## config.mk

```make
export PLATFORM = sky130hd
export DESIGN_NAME = exec_ctrl
export DESIGN_NICKNAME = d
export VERILOG_FILES = /design/src/rtl/exec_ctrl.sv
export SDC_FILE = /design/constraint.sdc
export NUM_CORES = 1
export LEC_CHECK = 0
export ABC_AREA = 1
export CAP_MARGIN = 0
export CORE_UTILIZATION = 59
export DETAILED_ROUTE_END_ITERATION = 16
export GPL_TIMING_DRIVEN = 0
export PLACE_DENSITY = 0.89
export RECOVER_POWER = 100
export SETUP_SLACK_MARGIN = 0.02
export SLEW_MARGIN = 20
export SYNTH_ARGS = -nofsm -noshare
export SYNTH_HDL_FRONTEND = slang
export SYNTH_SLANG_ARGS = --single-unit
```

## constraint.sdc

```tcl
create_clock -name i_clk -period 4.4 [get_ports i_clk]
set_clock_uncertainty 0.2 [all_clocks]
set_input_delay 0.66 -clock i_clk [delete_from_list [all_inputs] [get_ports i_clk]]
set_output_delay 0.66 -clock i_clk [all_outputs]
set_load 0.01 [all_outputs]
```

## src/rtl/exec_ctrl.sv

```systemverilog
// ---------------------------------------------------------------------------
// exec_ctrl
//
// Execution controller for the MIPS pipeline. Converts debug-unit commands
// (RUN, STEP, STOP, CLEAR) into the pipeline-wide enable and clear strobes
// that drive the PC and stage registers. Detects program end when the halt
// instruction retires, keeps a saturating count of enabled cycles and runs an
// optional watchdog while in RUN.
//
// Parameters:
//   CNT_SIZE      width of the executed-cycle counter and the timeout value
//   CLEAR_CYCLES  cycles o_clear stays high per CLEAR command (1..15)
//   TIMEOUT       enabled-cycle limit for RUN; 0 disables the watchdog
//
// Ports:
//   i_clk          clock, rising edge
//   i_reset        asynchronous, active-high reset
//   i_cmd_valid    command strobe from the debug unit
//   i_cmd          command code: 0 NOP, 1 RUN, 2 STEP, 3 STOP, 4 CLEAR
//   o_cmd_ready    a command presented this cycle will be consumed
//   i_halt_wb      halt instruction in writeback (qualified by o_enable)
//   o_enable       pipeline/PC enable
//   o_clear        pipeline/PC clear strobe
//   o_done         program ended (halt retired or watchdog expired)
//   o_timeout      program end was caused by the watchdog
//   o_cmd_err      one-cycle pulse: an accepted command was ignored
//   o_state        IDLE=0, RUN=1, STEP=2, CLEAR=3, END=4
//   o_cycle_count  enabled cycles since the last clear/reset (saturating)
//
// Every output is a flop: the combinational block computes the next value of
// each output and the sequential block registers them all.
// ---------------------------------------------------------------------------
module exec_ctrl #(
    parameter int unsigned CNT_SIZE     = 32,
    parameter int unsigned CLEAR_CYCLES = 2,
    parameter int unsigned TIMEOUT      = 0
) (
    input  logic                i_clk,
    input  logic                i_reset,
    input  logic                i_cmd_valid,
    input  logic [2:0]          i_cmd,
    output logic                o_cmd_ready,
    input  logic                i_halt_wb,
    output logic                o_enable,
    output logic                o_clear,
    output logic                o_done,
    output logic                o_timeout,
    output logic                o_cmd_err,
    output logic [2:0]          o_state,
    output logic [CNT_SIZE-1:0] o_cycle_count
);

    typedef enum logic [2:0] {
        ST_IDLE  = 3'd0,
        ST_RUN   = 3'd1,
        ST_STEP  = 3'd2,
        ST_CLEAR = 3'd3,
        ST_END   = 3'd4
    } state_t;

    localparam logic [2:0] CMD_NOP   = 3'd0;
    localparam logic [2:0] CMD_RUN   = 3'd1;
    localparam logic [2:0] CMD_STEP  = 3'd2;
    localparam logic [2:0] CMD_STOP  = 3'd3;
    localparam logic [2:0] CMD_CLEAR = 3'd4;

    localparam logic [CNT_SIZE-1:0] CNT_ONE     = CNT_SIZE'(1);
    localparam logic [CNT_SIZE-1:0] TIMEOUT_VAL = CNT_SIZE'(TIMEOUT);
    localparam bit                  WDOG_EN     = (TIMEOUT != 0);
    // The clear counter loads "cycles remaining after this one", so the
    // state is left on the edge where it reads zero.
    localparam logic [3:0]          CLR_LAST    = 4'(CLEAR_CYCLES - 1);

    state_t                state_q,   state_d;
    logic                  enable_q,  enable_d;
    logic                  clear_q,   clear_d;
    logic                  done_q,    done_d;
    logic                  timeout_q, timeout_d;
    logic                  cmd_err_q, cmd_err_d;
    logic                  ready_q,   ready_d;
    logic [CNT_SIZE-1:0]   cnt_q,     cnt_d;
    logic [3:0]            clr_cnt_q, clr_cnt_d;

    logic                  accept;
    logic                  halt_ret;
    logic                  go_clear;
    logic [CNT_SIZE-1:0]   cnt_inc;

    // -----------------------------------------------------------------------
    // State and output registers
    // -----------------------------------------------------------------------
    always_ff @(posedge i_clk or posedge i_reset) begin
        if (i_reset) begin
            state_q   <= ST_IDLE;
            enable_q  <= 1'b0;
            clear_q   <= 1'b0;
            done_q    <= 1'b0;
            timeout_q <= 1'b0;
            cmd_err_q <= 1'b0;
            ready_q   <= 1'b1;
            cnt_q     <= '0;
            clr_cnt_q <= '0;
        end else begin
            state_q   <= state_d;
            enable_q  <= enable_d;
            clear_q   <= clear_d;
            done_q    <= done_d;
            timeout_q <= timeout_d;
            cmd_err_q <= cmd_err_d;
            ready_q   <= ready_d;
            cnt_q     <= cnt_d;
            clr_cnt_q <= clr_cnt_d;
        end
    end

    // -----------------------------------------------------------------------
    // Next-state and next-output logic
    // -----------------------------------------------------------------------
    always_comb begin
        accept    = i_cmd_valid && ready_q;
        halt_ret  = i_halt_wb && enable_q;
        cnt_inc   = (cnt_q == '1) ? cnt_q : cnt_q + CNT_ONE;

        state_d   = state_q;
        cnt_d     = enable_q ? cnt_inc : cnt_q;
        done_d    = done_q;
        timeout_d = timeout_q;
        cmd_err_d = 1'b0;
        clr_cnt_d = clr_cnt_q;
        go_clear  = 1'b0;

        case (state_q)
            ST_IDLE: begin
                if (accept) begin
                    case (i_cmd)
                        CMD_NOP:   ;
                        CMD_RUN:   state_d = ST_RUN;
                        CMD_STEP:  state_d = ST_STEP;
                        CMD_CLEAR: go_clear = 1'b1;
                        default:   cmd_err_d = 1'b1;
                    endcase
                end
            end

            ST_RUN: begin
                // Halt beats the watchdog, which beats any command. A command
                // arriving on a halt/timeout edge is consumed silently.
                if (halt_ret) begin
                    state_d = ST_END;
                    done_d  = 1'b1;
                end else if (WDOG_EN && (cnt_inc == TIMEOUT_VAL)) begin
                    state_d   = ST_END;
                    done_d    = 1'b1;
                    timeout_d = 1'b1;
                end else if (accept) begin
                    case (i_cmd)
                        CMD_NOP:   ;
                        CMD_STOP:  state_d = ST_IDLE;
                        CMD_CLEAR: go_clear = 1'b1;
                        default:   cmd_err_d = 1'b1;
                    endcase
                end
            end

            ST_STEP: begin
                if (halt_ret) begin
                    state_d = ST_END;
                    done_d  = 1'b1;
                end else begin
                    state_d = ST_IDLE;
                end
            end

            ST_CLEAR: begin
                if (clr_cnt_q == 4'd0) begin
                    state_d = ST_IDLE;
                end else begin
                    clr_cnt_d = clr_cnt_q - 4'd1;
                end
            end

            ST_END: begin
                if (accept) begin
                    case (i_cmd)
                        CMD_NOP:   ;
                        CMD_CLEAR: go_clear = 1'b1;
                        default:   cmd_err_d = 1'b1;
                    endcase
                end
            end

            default: begin
                state_d = ST_IDLE;
            end
        endcase

        // Entering CLEAR zeroes the status so the first clear cycle already
        // shows a clean count; this overrides the RUN-cycle increment above.
        if (go_clear) begin
            state_d   = ST_CLEAR;
            cnt_d     = '0;
            done_d    = 1'b0;
            timeout_d = 1'b0;
            clr_cnt_d = CLR_LAST;
        end

        enable_d = (state_d == ST_RUN) || (state_d == ST_STEP);
        clear_d  = (state_d == ST_CLEAR);
        ready_d  = !((state_d == ST_STEP) || (state_d == ST_CLEAR));
    end

    assign o_state       = state_q;
    assign o_enable      = enable_q;
    assign o_clear       = clear_q;
    assign o_done        = done_q;
    assign o_timeout     = timeout_q;
    assign o_cmd_err     = cmd_err_q;
    assign o_cmd_ready   = ready_q;
    assign o_cycle_count = cnt_q;

endmodule

```

* Word-level counts from Yosys, hierarchy flattened *
Cells that the tools add are included.

operators by class
  add/subtract/negate cells = 2
  multiply operators = 0
  div/mod/pow operators = 0
  order comparisons = 0
  eq/ne operators = 14
  shift operators = 0
  multiplexer cells = 30
  bitwise logic cells = 0
  reduce and logical (&&, ||, !) cells = 20

operators with widths
  kind                     number
  $mux W32                 3
  $add A32 B1 Y32 const B  1
  $eq A32 B32 Y1 const B   1
  $mux W3                  7
  $eq A3 B2 Y1 const B     6
  $pmux W3 S5              1
  $mux W1                  13
  $mux W4                  3
  $eq A3 B1 Y1 const B     3
  $reduce_bool A2 Y1       4
  $eq A3 B3 Y1 const B     2
  $logic_not A3 Y1         2
  $pmux W3 S2              1
  $reduce_and A2 Y1        3
  $reduce_or A2 Y1         3
  $logic_not A4 Y1         1
  $ne A2 B2 Y1 const B     2
  $reduce_or A4 Y1         1
  $sub A4 B1 Y4 const B    1
  $pmux W1 S3              1
  $reduce_or A3 Y1         1
  $logic_and A1 B1 Y1      2
  $logic_or A1 B1 Y1       2
  $pmux W1 S2              1
  $logic_not A1 Y1         1

word-level totals
  register bits after elaboration = 44
  bits in latches = 0
  memory bits (writable) = 0
  ROM bits = 0
  word-level logic and storage cells = 74
  memories = 0

* Depth between registers and ports, before layout *
Gate-level depths: netlist of the first run.

  depth after elaboration = 9
  depth in mapped cells = 12
  depth with buffers taken out = 10

* Least setup slack after synthesis of the first run *
OpenSTA, ideal clock, no wires.

  path type = reg-to-reg
  start = reg cnt_q[0], in the netlist o_cycle_count[0]
  end = reg cnt_q[22], in the netlist o_cycle_count[22]
  library setup time = 74 ps
  arrival time = 1795 ps
  required time = 4126 ps
  setup slack = 2331 ps
  cell stages (with the launch flop) = 12
  buffers on the path = 2
  period minus slack after synthesis = 2069 ps
  cell sequence = dfrtp_1 ha_1 inv_2 nor2_4 nand2_4 nor2_8 nand3_4 nand2_4 buf_12 buf_8 nand2_1 o21ai_2

on the way
  longest elaborated chain between the ends = 4
  elaborated cells between the ends (all ways) = 7
  classes of those cells = add/sub: 1; eq/ne: 2; mux: 3; reduce/logical: 1

ends and longest elaborated chain
  item                    RTL line  text
  start, declared         81        logic [CNT_SIZE-1:0] cnt_q, cnt_d;
  start signal, assigned  111       cnt_q <= cnt_d;
  $add A32 B1 Y32         122       cnt_inc = (cnt_q == '1) ? cnt_q : cnt_q + CNT_ONE;
  $mux W32                122
  $mux W32                125       cnt_d = enable_q ? cnt_inc : cnt_q;
  $mux W32                199       if (go_clear) begin

Several ways; a longest one is shown, not always the timed one. The select of a mux whose other input is x is not followed.
A chain may end at the register's enable or synchronous reset.

* Worst setup path after layout of the first run *
  start = in i_cmd[1]
  end = reg cnt_q[13], in the netlist o_cycle_count[13]

on the way
  longest elaborated chain between the ends = 7
  elaborated cells between the ends (all ways) = 9
  classes of those cells = eq/ne: 2; mux: 5; reduce/logical: 2

ends and longest elaborated chain
  item                                                                 RTL line       text
  start, declared                                                      41             input logic [2:0] i_cmd,
  $eq A3 B3 Y1 (*)                                                     135, 156, 184
  $mux W1 (*)                                                          135, 156, 184
  $mux W1 (*)                                                          134            if (accept) begin
  $mux W1                                                              148            if (halt_ret) begin
  $pmux W1 S2 (*)                                                      132            case (state_q)
  $ne A2 B2 Y1 (no source line) or $reduce_bool A2 Y1 (tied branches)  -
  $reduce_and A2 Y1 (no source line)                                   -

Mark *: on every way between the ends. The rest lies on a longest branch, timed or not.

==> summary.md, run 1 <==
| Metric | Value |
|---|---|
| Routed wl met2 | `3.83 mm` |
| Critical Path RT | `4.41 ns` |
| GP Congestion | `1.01` |
| Worst path max stage delay | `0.56 ns` |
| CTS tree | `yes` |
| ANT cells | `0` |
| Worst-Margin Slew | `approximately 1.4 ns` |
| Number of CTS-inserted buffers | `5` |
| Total grt overflow | `0` |
| Crit. path cell count | `13` |
| RSZ-0062 raised after global routing | `false` |
| Most common library cells after synthesis | `nand2_1, nor2_1, inv_1, nand3_1, dfrtp_1` |
| # rows | `25` |
| Min Tclk post-route | `3.05 ns` |
| Number of synthesized register bits | `44` |
| Max clock buf depth | `2` |
| Post-synth design cell area | `3080 um^2` |
| Ys async rst share | `1.00` |
| Core area | `4880 um^2` |
| Ys Warns | `0` |
| Via-per-instance ratio | `5.38` |
| Final period util | `0.693` |
| Share of layout cells above drive strength 1 | `0.0707` |
| First-pass GRT wire length | `13.0 mm` |
| Post-CTS setup buffers | `0` |
| Max-cap violations | `0` |
| Clock-pin transition on the worst setup and hold timing paths | `0.08 ns` |
| Final Power | `1.46 mW` |
| Met1 wire length | `3.33 mm` |
| Main synth FF type | `dfrtp_1` |
| Post-synth top area share | `0.349` |
| Die H | `74.2 um` |
| DRT Pass-1 Iters | `5` |
| Worst-path cell chain | `dlygate4sd3_1 > inv_1 > nand2_1 > nor2_1 > nand2_1 > inv_1 > nand2_1 > nand2_1 > nand2_4 > clkbuf_1 > buf_6 > nand2_1 > o21ai_0` |
| Layout area overhead | `17.8%` |
| WP data arrival | `3.06 ns` |
| CP Class | `primary input to register` |
| Status | `completed` |
| DP Wirelength | `6.05 mm` |
| Initial antenna violation count | `0` |
| Worst Path Max Fanout | `10` |
| Slew margin rel. | `0.0697` |
| Number of synthesized flops with an enable pin | `0` |
| Post-Route WL | `7.77 mm` |
| Nets | `504` |
| Htree depth | `2` |
| Reg-to-reg setup timing slack | `around 1.5 ns` |
| Avg WL per Cell | `13.8 um` |
| Synth area leader | `dfrtp_1` |
| Layout Cells excl Fill | `562` |
| Syn_area_per_cell | `7.00 um^2` |
| Pre-CTS WS | `between 1.5 and 2 ns` |
| Drc violations | `0` |
| Count leader, synth | `nand2_1` |
| Post-Route Setup TNS | `0 ns` |
| Skew-Pair Late Insertion Delay | `0.31 ns` |
| Drt first-iter violations | `249` |
| Met3 WL | `between 400 and 500 um` |
| Hold path depth | `2` |
| Sequential area share after synthesis | `0.358` |
| Worst Hold Class | `register to register` |
| Largest net degree at the start of global routing | `26` |
| Cts hold-fix bufs | `0` |
| Die ar. | `5510 um^2` |
| Worst path top cell family by delay | `buffers and inverters` |
| WP buf/inv | `5` |
| Leak pwr | `1.75 nW` |
| Slowest cell on crit path | `clkbuf_1` |
| Yosys cell types | `33` |
| Peak supply drop | `375 uV` |
| Syn Nets | `450` |
| I/O Pins | `48` |
| Slew Limit Fails | `0` |
| Vias in the first global route | `between 2000 and 3000` |
| Clock sinks | `44` |
| Detail Route Antenna Nets | `0` |
| Placed Cells incl. Taps | `554` |
| Setup WS post-layout | `1.35 ns` |
| Root Driver | `clkbuf_8` |
| Initial Util | `0.631` |
| Reg2Reg Depth | `11` |
| Cell count after synthesis | `440` |
| Width of the die | `74.2 um` |
| Port Buffer Count | `46` |
| Top Layer Used | `met4` |
| Post_cts resized | `0` |
| Via Count | `3021` |
| # setup viols final | `0` |
| Crit path top cell by count | `nand2_1` |
| Overall Global Routing Usage | `0.313` |
| Startpoint types | `primary input` |
| Synth top area cells | `dfrtp_1, nand2_1, nand3_1` |
| Final core occ | `0.744` |
| F_max | `approximately 330 MHz` |
| Crit end category | `register` |
| Pwr Density | `402 nW/um^2` |
| Fin. Hold Viols | `0` |
[through the flow]
step           hold WS, ns  cell area [um^2]
5_1_grt              0.315              3630
6_report             0.292              3630
2_1_floorplan        0.248              3080
3_3_place_gp         0.263              3620
4_1_cts              0.293              3750
3_5_place_dp         0.272              3640
[worst paths after layout]
check | from | end
min in group asynchronous | i_reset | o_cycle_count[2]
hold / removal | clr_cnt_q[1] | clr_cnt_q[1]
setup / recovery | i_cmd[1] | o_cycle_count[13]
max in group asynchronous | i_reset | o_cycle_count[13]
setup reg to reg | o_cycle_count[0] | o_cycle_count[13]
hold reg to reg | clr_cnt_q[1] | clr_cnt_q[1]
[worst min-delay path, delay by kind of cell, from the launching register on]
kind,cells,cell delay [ns]
flops,1,0.35
buf+inv,1,0.04
compound gates,1,0.06
[area by class of cell]
| cell class | instances | area [um^2] |
|---|---|---|
| plain buffers | 10 | 96.3 |
| flip-flops and latches | 44 | 1100 |
| repair buffers | 47 | 464 |
| clock buffers | 5 | 68.8 |
| multi-input cells | 332 | 1570 |
| clock inverters | 3 | 42.5 |
| fillers | 403 | 1250 |
| well taps | 67 | 83.8 |
| inverters | 54 | 203 |
[flip-flops by register name, summed over array words and instances (netlist names)]
register,count
clr_cnt_q,4
o_cycle_count,32
o_cmd_ready,1
o_clear,1
o_state,3
o_done,1
o_cmd_err,1
o_enable,1
[per-layer routing]
| metal | GRT usage | vias to the layer above |
|---|---|---|
| li1 | - | 1485 |
| met1 | 0.399 | 1401 |
| met2 | 0.522 | 113 |
| met3 | 0.0420 | 22 |
| met4 | 0.157 | 0 |
| met5 | 0 | - |
[cells in the final DEF (no fill, tap or decap), types with 2 or more instances in the layout]
cell / n
nand2_1: 146
nor2_1: 59
inv_1: 52
nand3_1: 48
dfrtp_1: 43
dlygate4sd3_1: 42
o21ai_0: 26
xor2_1: 9
a21oi_1: 6
clkbuf_1: 5
o21ai_2: 5
clkbuf_8: 5
nand4_1: 4
nand2_2: 4
xnor2_1: 4
clkdlybuf4s50_1: 4
ha_1: 3
inv_2: 2
nor2_2: 2
nand2_4: 2
buf_4: 2
buf_12: 2
nor3_1: 2
or2_2: 2
or2_1: 2
o21bai_1: 2
[power breakdown]
group | internal (mW) | switching (mW)
Combinational | 0.244 | 0.334
Sequential | 0.481 | 0.0853
Clock | 0.168 | 0.146
Total | 0.894 | 0.566
[logic make-up (layout without fill, tap and decap cells)]
family | after synthesis | after routing | share of synthesized area
and+or+nand+nor | 275 | 275 | 0.391
buffers and inverters | 64 | 119 | 0.103
DFF | 44 | 44 | 0.358
AOI/OAI and AO/OA | 40 | 40 | 0.0979
xor gates and xnor gates | 13 | 13 | 0.0370
adders and majority gates | 3 | 3 | 0.0122
other | 1 | 1 | 0.00122
Power figures use the tool's default switching activity.
==> run 2, diff against run 1 <==
CORE_UTILIZATION = 54   (was 59)
PLACE_DENSITY = 0.83   (was 0.89)
clock period = 2.9 ns   (was 4.4 ns; I/O delays follow)
==> run 2 against run 1 <==
  * Combinational power increased by 52%
  * Cell count increased by 0.89%
  * Clock power increased by 55%
  * Register-to-register slack got worse by 1.1 ns
  * First-iteration DRC count decreased by 31%
  * Flip-flop and latch count unchanged
  * Utilization decreased by 7.6 points
  * Critical path depth decreased by 3
  * Worst hold slack improved by 0.014 ns
  * Clock-buffer cell count unchanged
  * Sequential power increased by 50%
==> summary.md, run 2 (synthesized netlist as in run 1, its figures left out) <==
| Metric | Value |
|---|---|
| Status | `completed` |
| Final period util | `0.841` |
| Pwr Density | `603 nW/um^2 (+50%)` |
| Worst Hold Class | `register to register` |
| Final Cell Area | `3670 um^2 (+1.3%)` |
| Largest register FFs | `32 (unchanged)` |
| Slew margin rel. | `0.439 (+0.369)` |
| Nets | `504 (unchanged)` |
| Largest net degree at the start of global routing | `25 (-3.8%)` |
| Hold path depth | `2 (unchanged)` |
| Overall Global Routing Usage | `0.262 (-0.0512)` |
| Drt first-iter violations | `172 (-31%)` |
| I/O Pins | `48 (unchanged)` |
| DP Area | `3650 um^2 (+0.17%)` |
| Die ar. | `6010 um^2 (+9.0%)` |
| Crit end category | `register` |
| GP Congestion | `0.945 (-6.5%)` |
| Post-CTS setup buffers | `0 (unchanged)` |
| Clock-pin transition on the worst setup and hold timing paths | `0.10 ns (+0.02 ns)` |
| Clock sinks | `44 (unchanged)` |
| Die H | `77.5 um (+4.4%)` |
| WP data arrival | `2.43 ns (-0.63 ns)` |
| Root Driver | `clkbuf_8` |
| DP Wirelength | `5.82 mm (-3.8%)` |
| Slew Limit Fails | `0 (unchanged)` |
| Via Count | `2921 (-3.3%)` |
| Critical Path RT | `2.89 ns (-1.52 ns)` |
| Min Tclk post-route | `2.44 ns` |
| F_max | `a little over 400 MHz` |
| CTS tree | `yes` |
| ANT cells | `0 (unchanged)` |
| Detail Route Antenna Nets | `0 (unchanged)` |
| Peak supply drop | `484 uV (+29%)` |
| Setup WS post-layout | `0.462 ns (-0.890 ns)` |
| DRT Pass-1 Iters | `4 (-1)` |
| Post_cts resized | `0 (unchanged)` |
| Avg WL per Cell | `12.8 um (-7.1%)` |
| Layout area overhead | `19.3%` |
| Drc violations | `0 (unchanged)` |
| Port Buffer Count | `46 (unchanged)` |
| Worst-Margin Slew | `0.840 ns (-0.555 ns)` |
| Fin. Hold Viols | `0 (unchanged)` |
| Max-cap violations | `0 (unchanged)` |
| Vias in the first global route | `2752 (-4.5%)` |
| Pre-CTS WS | `0.511 ns (-1.19 ns)` |
| Post-Route WL | `7.29 mm (-6.3%)` |
| Number of CTS-inserted buffers | `5 (unchanged)` |
| Worst Path Max Fanout | `10 (unchanged)` |
| Leak pwr | `1.77 nW (+1.2%)` |
| Total grt overflow | `0 (unchanged)` |
| Skew-Pair Late Insertion Delay | `0.31 ns (about the same)` |
| RSZ-0062 raised after global routing | `false` |
| # setup viols final | `0 (unchanged)` |
| Post-Route Setup TNS | `0 ns (unchanged)` |
| Max clock buf depth | `2 (unchanged)` |
| Htree depth | `2 (unchanged)` |
| Initial antenna violation count | `0 (unchanged)` |
| Via-per-instance ratio | `5.15 (-4.2%)` |
| Core area | `5510 um^2 (+13%)` |
| Share of layout cells above drive strength 1 | `0.0869 (+0.0162)` |
| Cts hold-fix bufs | `0 (unchanged)` |
| # rows | `27 (+8.0%)` |
| Most common cell after layout, fill and taps aside | `nand2_1` |
| Initial Util | `0.559 (-0.0718)` |
| CP Class | `register to register` |
| Reg2Reg Depth | `10 (-1)` |
| Width of the die | `77.5 um (+4.4%)` |
| First-pass GRT wire length | `12.5 mm (-4.1%)` |
| Most frequent cells in the layout | `nand2_1, nor2_1, inv_1, nand3_1, dfrtp_1` |
| Startpoint types | `register` |
[run 2: cell count changes in the layout (fill, tap and decap cells not counted), sizes merged]
cell and change:
clkinvlp -1, buf +1, clkbuf -1, clkinv +1
[run 2: power by group]
part           switching (mW)  internal [mW]
Clock                   0.228          0.260
Combinational           0.498          0.381
Sequential              0.119          0.730
Total                   0.845           1.37
[run 2: path summary, 6_finish.rpt]
| check | startpoint | endpoint | slack (ns) |
|---|---|---|---|
| worst max-delay path | o_cycle_count[0] | o_cycle_count[3] | 0.46 |
| worst min-delay path | clr_cnt_q[1] | clr_cnt_q[1] | 0.31 |
| worst max register to register | o_cycle_count[0] | o_cycle_count[3] | 0.46 |
| worst min register to register | clr_cnt_q[1] | clr_cnt_q[1] | 0.31 |
| max in group asynchronous | i_reset | o_cmd_ready | 1.28 |
| min in group asynchronous | i_reset | o_cycle_count[1] | 0.53 |
[run 2: layout make-up]
| type | instances | area, um^2 |
|---|---|---|
| multi-input combinational | 332 | 1590 |
| clock buffer | 5 | 68.8 |
| inverter | 54 | 203 |
| sequential | 44 | 1100 |
| tap | 72 | 90.1 |
| buffer | 10 | 97.6 |
| timing repair buffer | 47 | 480 |
| fill | 491 | 1830 |
| clock inverter | 3 | 47.5 |
[run 2: per-stage QoR]
stage          std cells   util  power, mW  hold WS (ns)
2_1_floorplan        440      -       1.52         0.248
3_3_place_gp         558  0.659       1.83         0.266
3_5_place_dp         559  0.663       1.86         0.292
4_1_cts              567  0.684       2.35         0.262
5_1_grt              567  0.667       2.38         0.329
6_report             567  0.667       2.22         0.306
[run 2: per-layer routing]
layer | global-route usage | routed length, um | vias to the layer above
met1 | 0.329 | 3230 | 1367
met4 | 0.0642 | 63 | 0
li1 | - | - | 1481
met3 | 0.0365 | 300 | 6
met2 | 0.469 | 3690 | 67
met5 | 0 | 0 | -
[run 2: worst max-delay path, cell delays in order (launching register included)]
cell	delay, ns
dfrtp_1	0.48
ha_1	0.34
inv_2	0.09
nor2_4	0.23
nand2_4	0.10
nor2_8	0.16
nand3_4	0.09
nand2_4	0.09
buf_12	0.14
clkbuf_2	0.28
o21ai_0	0.12
==> run 3, diff against run 2 <==
clock period = 2.4 ns   (was 2.9 ns; I/O delays follow)
==> run 3 against run 2 <==
  * Worst setup slack worse by 0.21 ns
  * Worst hold slack worse by 0.00078 ns
  * First-iteration DRC count down 20%
  * Via count about the same
  * Cell count unchanged
  * Non-clock buffer count unchanged
  * Cell area unchanged
  * Flip-flop and latch count unchanged
  * Sequential power up 21%
  * Global-route usage unchanged
==> summary.md, run 3 (synthesized netlist as in run 1, its figures left out) <==
| Metric | Value |
|---|---|
| F_max | `466 MHz (+14%)` |
| Htree depth | `2 (unchanged)` |
| Register share of total power | `0.383 (about the same)` |
| Worst-Margin Slew | `0.779 ns (-0.0614 ns)` |
| Root Driver | `clkbuf_8` |
| Overall Global Routing Usage | `0.262 (unchanged)` |
| WP buf/inv | `3 (unchanged)` |
| DRT Pass-1 Iters | `4 (unchanged)` |
| Port Buffer Count | `46 (unchanged)` |
| Critical Path RT | `2.39 ns (-0.50 ns)` |
| Die H | `77.5 um (unchanged)` |
| Final period util | `0.894 (+0.0537)` |
| Pre-CTS WS | `0.0862 ns (-0.425 ns)` |
| Comb pwr share | `0.398 (about the same)` |
| Worst Path Max Fanout | `10 (unchanged)` |
| Most common cell after layout, fill and taps aside | `nand2_1` |
| Slew margin rel. | `0.480 (+0.0410)` |
| Avg WL per Cell | `12.9 um (+0.60%)` |
| First-pass GRT wire length | `12.5 mm (unchanged)` |
| Drc violations | `0 (unchanged)` |
| Largest register FFs | `32 (unchanged)` |
| Sw power | `1.02 mW (+21%)` |
| Pwr Density | `732 nW/um^2 (+21%)` |
| Final Power | `2.69 mW (+21%)` |
| Share of layout cells above drive strength 1 | `0.0909 (+0.00404)` |
| DP Area | `3650 um^2 (unchanged)` |
| Post-Route WL | `7.33 mm (+0.60%)` |
| Core area | `5510 um^2 (unchanged)` |
| Layout Cells excl Fill | `567 (unchanged)` |
| Via-per-instance ratio | `5.16 (about the same)` |
| CTS tree | `yes` |
| Leak pwr | `1.77 nW (-0.10%)` |
| # rows | `27 (unchanged)` |
| Clock share of power | `0.219 (about the same)` |
| CP Class | `register to register` |
| Via Count | `2923 (+0.068%)` |
| Startpoint types | `register` |
| # setup viols final | `0 (unchanged)` |
| RSZ-0062 raised after global routing | `false` |
| Most frequent cells in the layout | `nand2_1, nor2_1, inv_1, nand3_1, dfrtp_1` |
| Skew-Pair Late Insertion Delay | `0.31 ns (about the same)` |
| Worst-path cell chain | `ha_2 > inv_2 > nor2_4 > nand2_4 > nor2_8 > nand3_4 > nand2_4 > buf_12 > buf_6 > o21ai_0` |
| Width of the die | `77.5 um (unchanged)` |
| Detail Route Antenna Nets | `0 (unchanged)` |
| Clock sinks | `44 (unchanged)` |
| DP Wirelength | `5.82 mm (unchanged)` |
| WP data arrival | `2.13 ns (-0.30 ns)` |
| Vias in the first global route | `2752 (unchanged)` |
| Peak supply drop | `601 uV (+24%)` |
| Fin. Hold Viols | `0 (unchanged)` |
| Total grt overflow | `0 (unchanged)` |
| Placed Cells incl. Taps | `559 (unchanged)` |
| Crit end category | `register` |
| Final Cell Area | `3670 um^2 (unchanged)` |
| Worst path top cell family by delay | `simple AND/OR/NAND/NOR gates` |
| Final hold slack | `0.305 ns (-0.000784 ns)` |
| Max clock buf depth | `2 (unchanged)` |
| Slew Limit Fails | `0 (unchanged)` |
| Setup WS post-layout | `0.253 ns (-0.209 ns)` |
| Drt first-iter violations | `138 (-20%)` |
| GP Congestion | `0.945 (unchanged)` |
| Clock-pin transition on the worst setup and hold timing paths | `0.08 ns (-0.02 ns)` |
| Die ar. | `6010 um^2 (unchanged)` |
| Initial Util | `0.559 (unchanged)` |
| Worst Hold Class | `register to register` |
| Layout area overhead | `19.3% (unchanged)` |
| Nets | `504 (unchanged)` |
| Slowest cell on crit path | `dfrtp_2` |
| Max-cap violations | `0 (unchanged)` |
| I/O Pins | `48 (unchanged)` |
| Crit path top cell by count | `nand2_4` |
| ANT cells | `0 (unchanged)` |
| Internal | `1.66 mW (+22%)` |
| Largest net degree at the start of global routing | `25 (unchanged)` |
| Worst path max stage delay | `0.44 ns (-0.04 ns)` |
| Sw Share | `0.381 (-0.000457)` |
| Fillers | `489 (-0.41%)` |
| Status | `completed` |
| Number of CTS-inserted buffers | `5 (unchanged)` |
| Cts hold-fix bufs | `0 (unchanged)` |
| Initial antenna violation count | `0 (unchanged)` |
| Min Tclk post-route | `2.15 ns (-0.291 ns)` |
-- run 3: cell count changes in the layout (fill, tap and decap cells not counted), sizes merged --
cell	delta
clkdlybuf4s50	+1
dlygate4sd3	-1
-- run 3: per-layer routing --
layer	wire, um	part of all wire	global-route usage	vias up
met1	3260	0.45	0.329	1371
met4	78	0.011	0.0642	0
li1	-	-	-	1482
met3	270	0.037	0.0365	9
met5	0	0	0	-
met2	3720	0.51	0.469	61
-- run 3: worst min-delay path: cells and delay by family, from the launching register on --
kind | cells | cell delay, ns
flip-flops | 1 | 0.36
AO/OA/AOI/OAI | 1 | 0.07
buffers and inverters | 1 | 0.05
-- run 3: final timing paths --
kind                                   from           endpoint  slack, ns  cells past startpoint
hold / removal                 clr_cnt_q[1]       clr_cnt_q[1]       0.30                      2
max in group asynchronous           i_reset          o_cmd_err       0.49                      3
hold reg to reg                clr_cnt_q[1]       clr_cnt_q[1]       0.30                      2
min in group asynchronous           i_reset   o_cycle_count[1]       0.42                      2
setup reg to reg           o_cycle_count[0]  o_cycle_count[14]       0.25                     10
setup / recovery           o_cycle_count[0]  o_cycle_count[14]       0.25                     10
-- run 3: cell type report --
| type | instances | area [um^2] | share of cell area |
|---|---|---|---|
| Tap cell | 72 | 90.1 | 0.0245 |
| Buffer | 10 | 104 | 0.0283 |
| Clock inverter | 3 | 47.5 | 0.0129 |
| Inverter | 54 | 203 | 0.0552 |
| Multi-Input combinational cell | 332 | 1590 | 0.433 |
| Clock buffer | 5 | 68.8 | 0.0187 |
| Timing Repair Buffer | 47 | 465 | 0.127 |
| Sequential cell | 44 | 1100 | 0.300 |
-- run 3: power by group through the flow --
| stage | Clock (mW) | Sequential (mW) | Combinational (mW) |
|---|---|---|---|
| finish | 0.590 | 1.03 | 1.07 |
| global route | 0.630 | 1.05 | 1.20 |
| CTS | 0.601 | 1.03 | 1.21 |
| detailed placement | 0 | 1.04 | 1.21 |
| global placement | 0 | 1.04 | 1.17 |
| floorplan | 0 | 1.07 | 0.772 |
-- run 3: what timing repair did --
item,4_1_cts,5_1_grt
endpoints found under the hold margin,0,0
endpoints found under the setup margin,0,31
gates resized for setup,0,2
buffers inserted,0,0
-- run 3: per-stage QoR --
step / util / setup TNS [ns]
6_report: 0.667 / 0
5_1_grt: 0.667 / 0
4_1_cts: 0.684 / 0
3_5_place_dp: 0.663 / 0
3_3_place_gp: 0.659 / -2.73
2_1_floorplan: - / 0
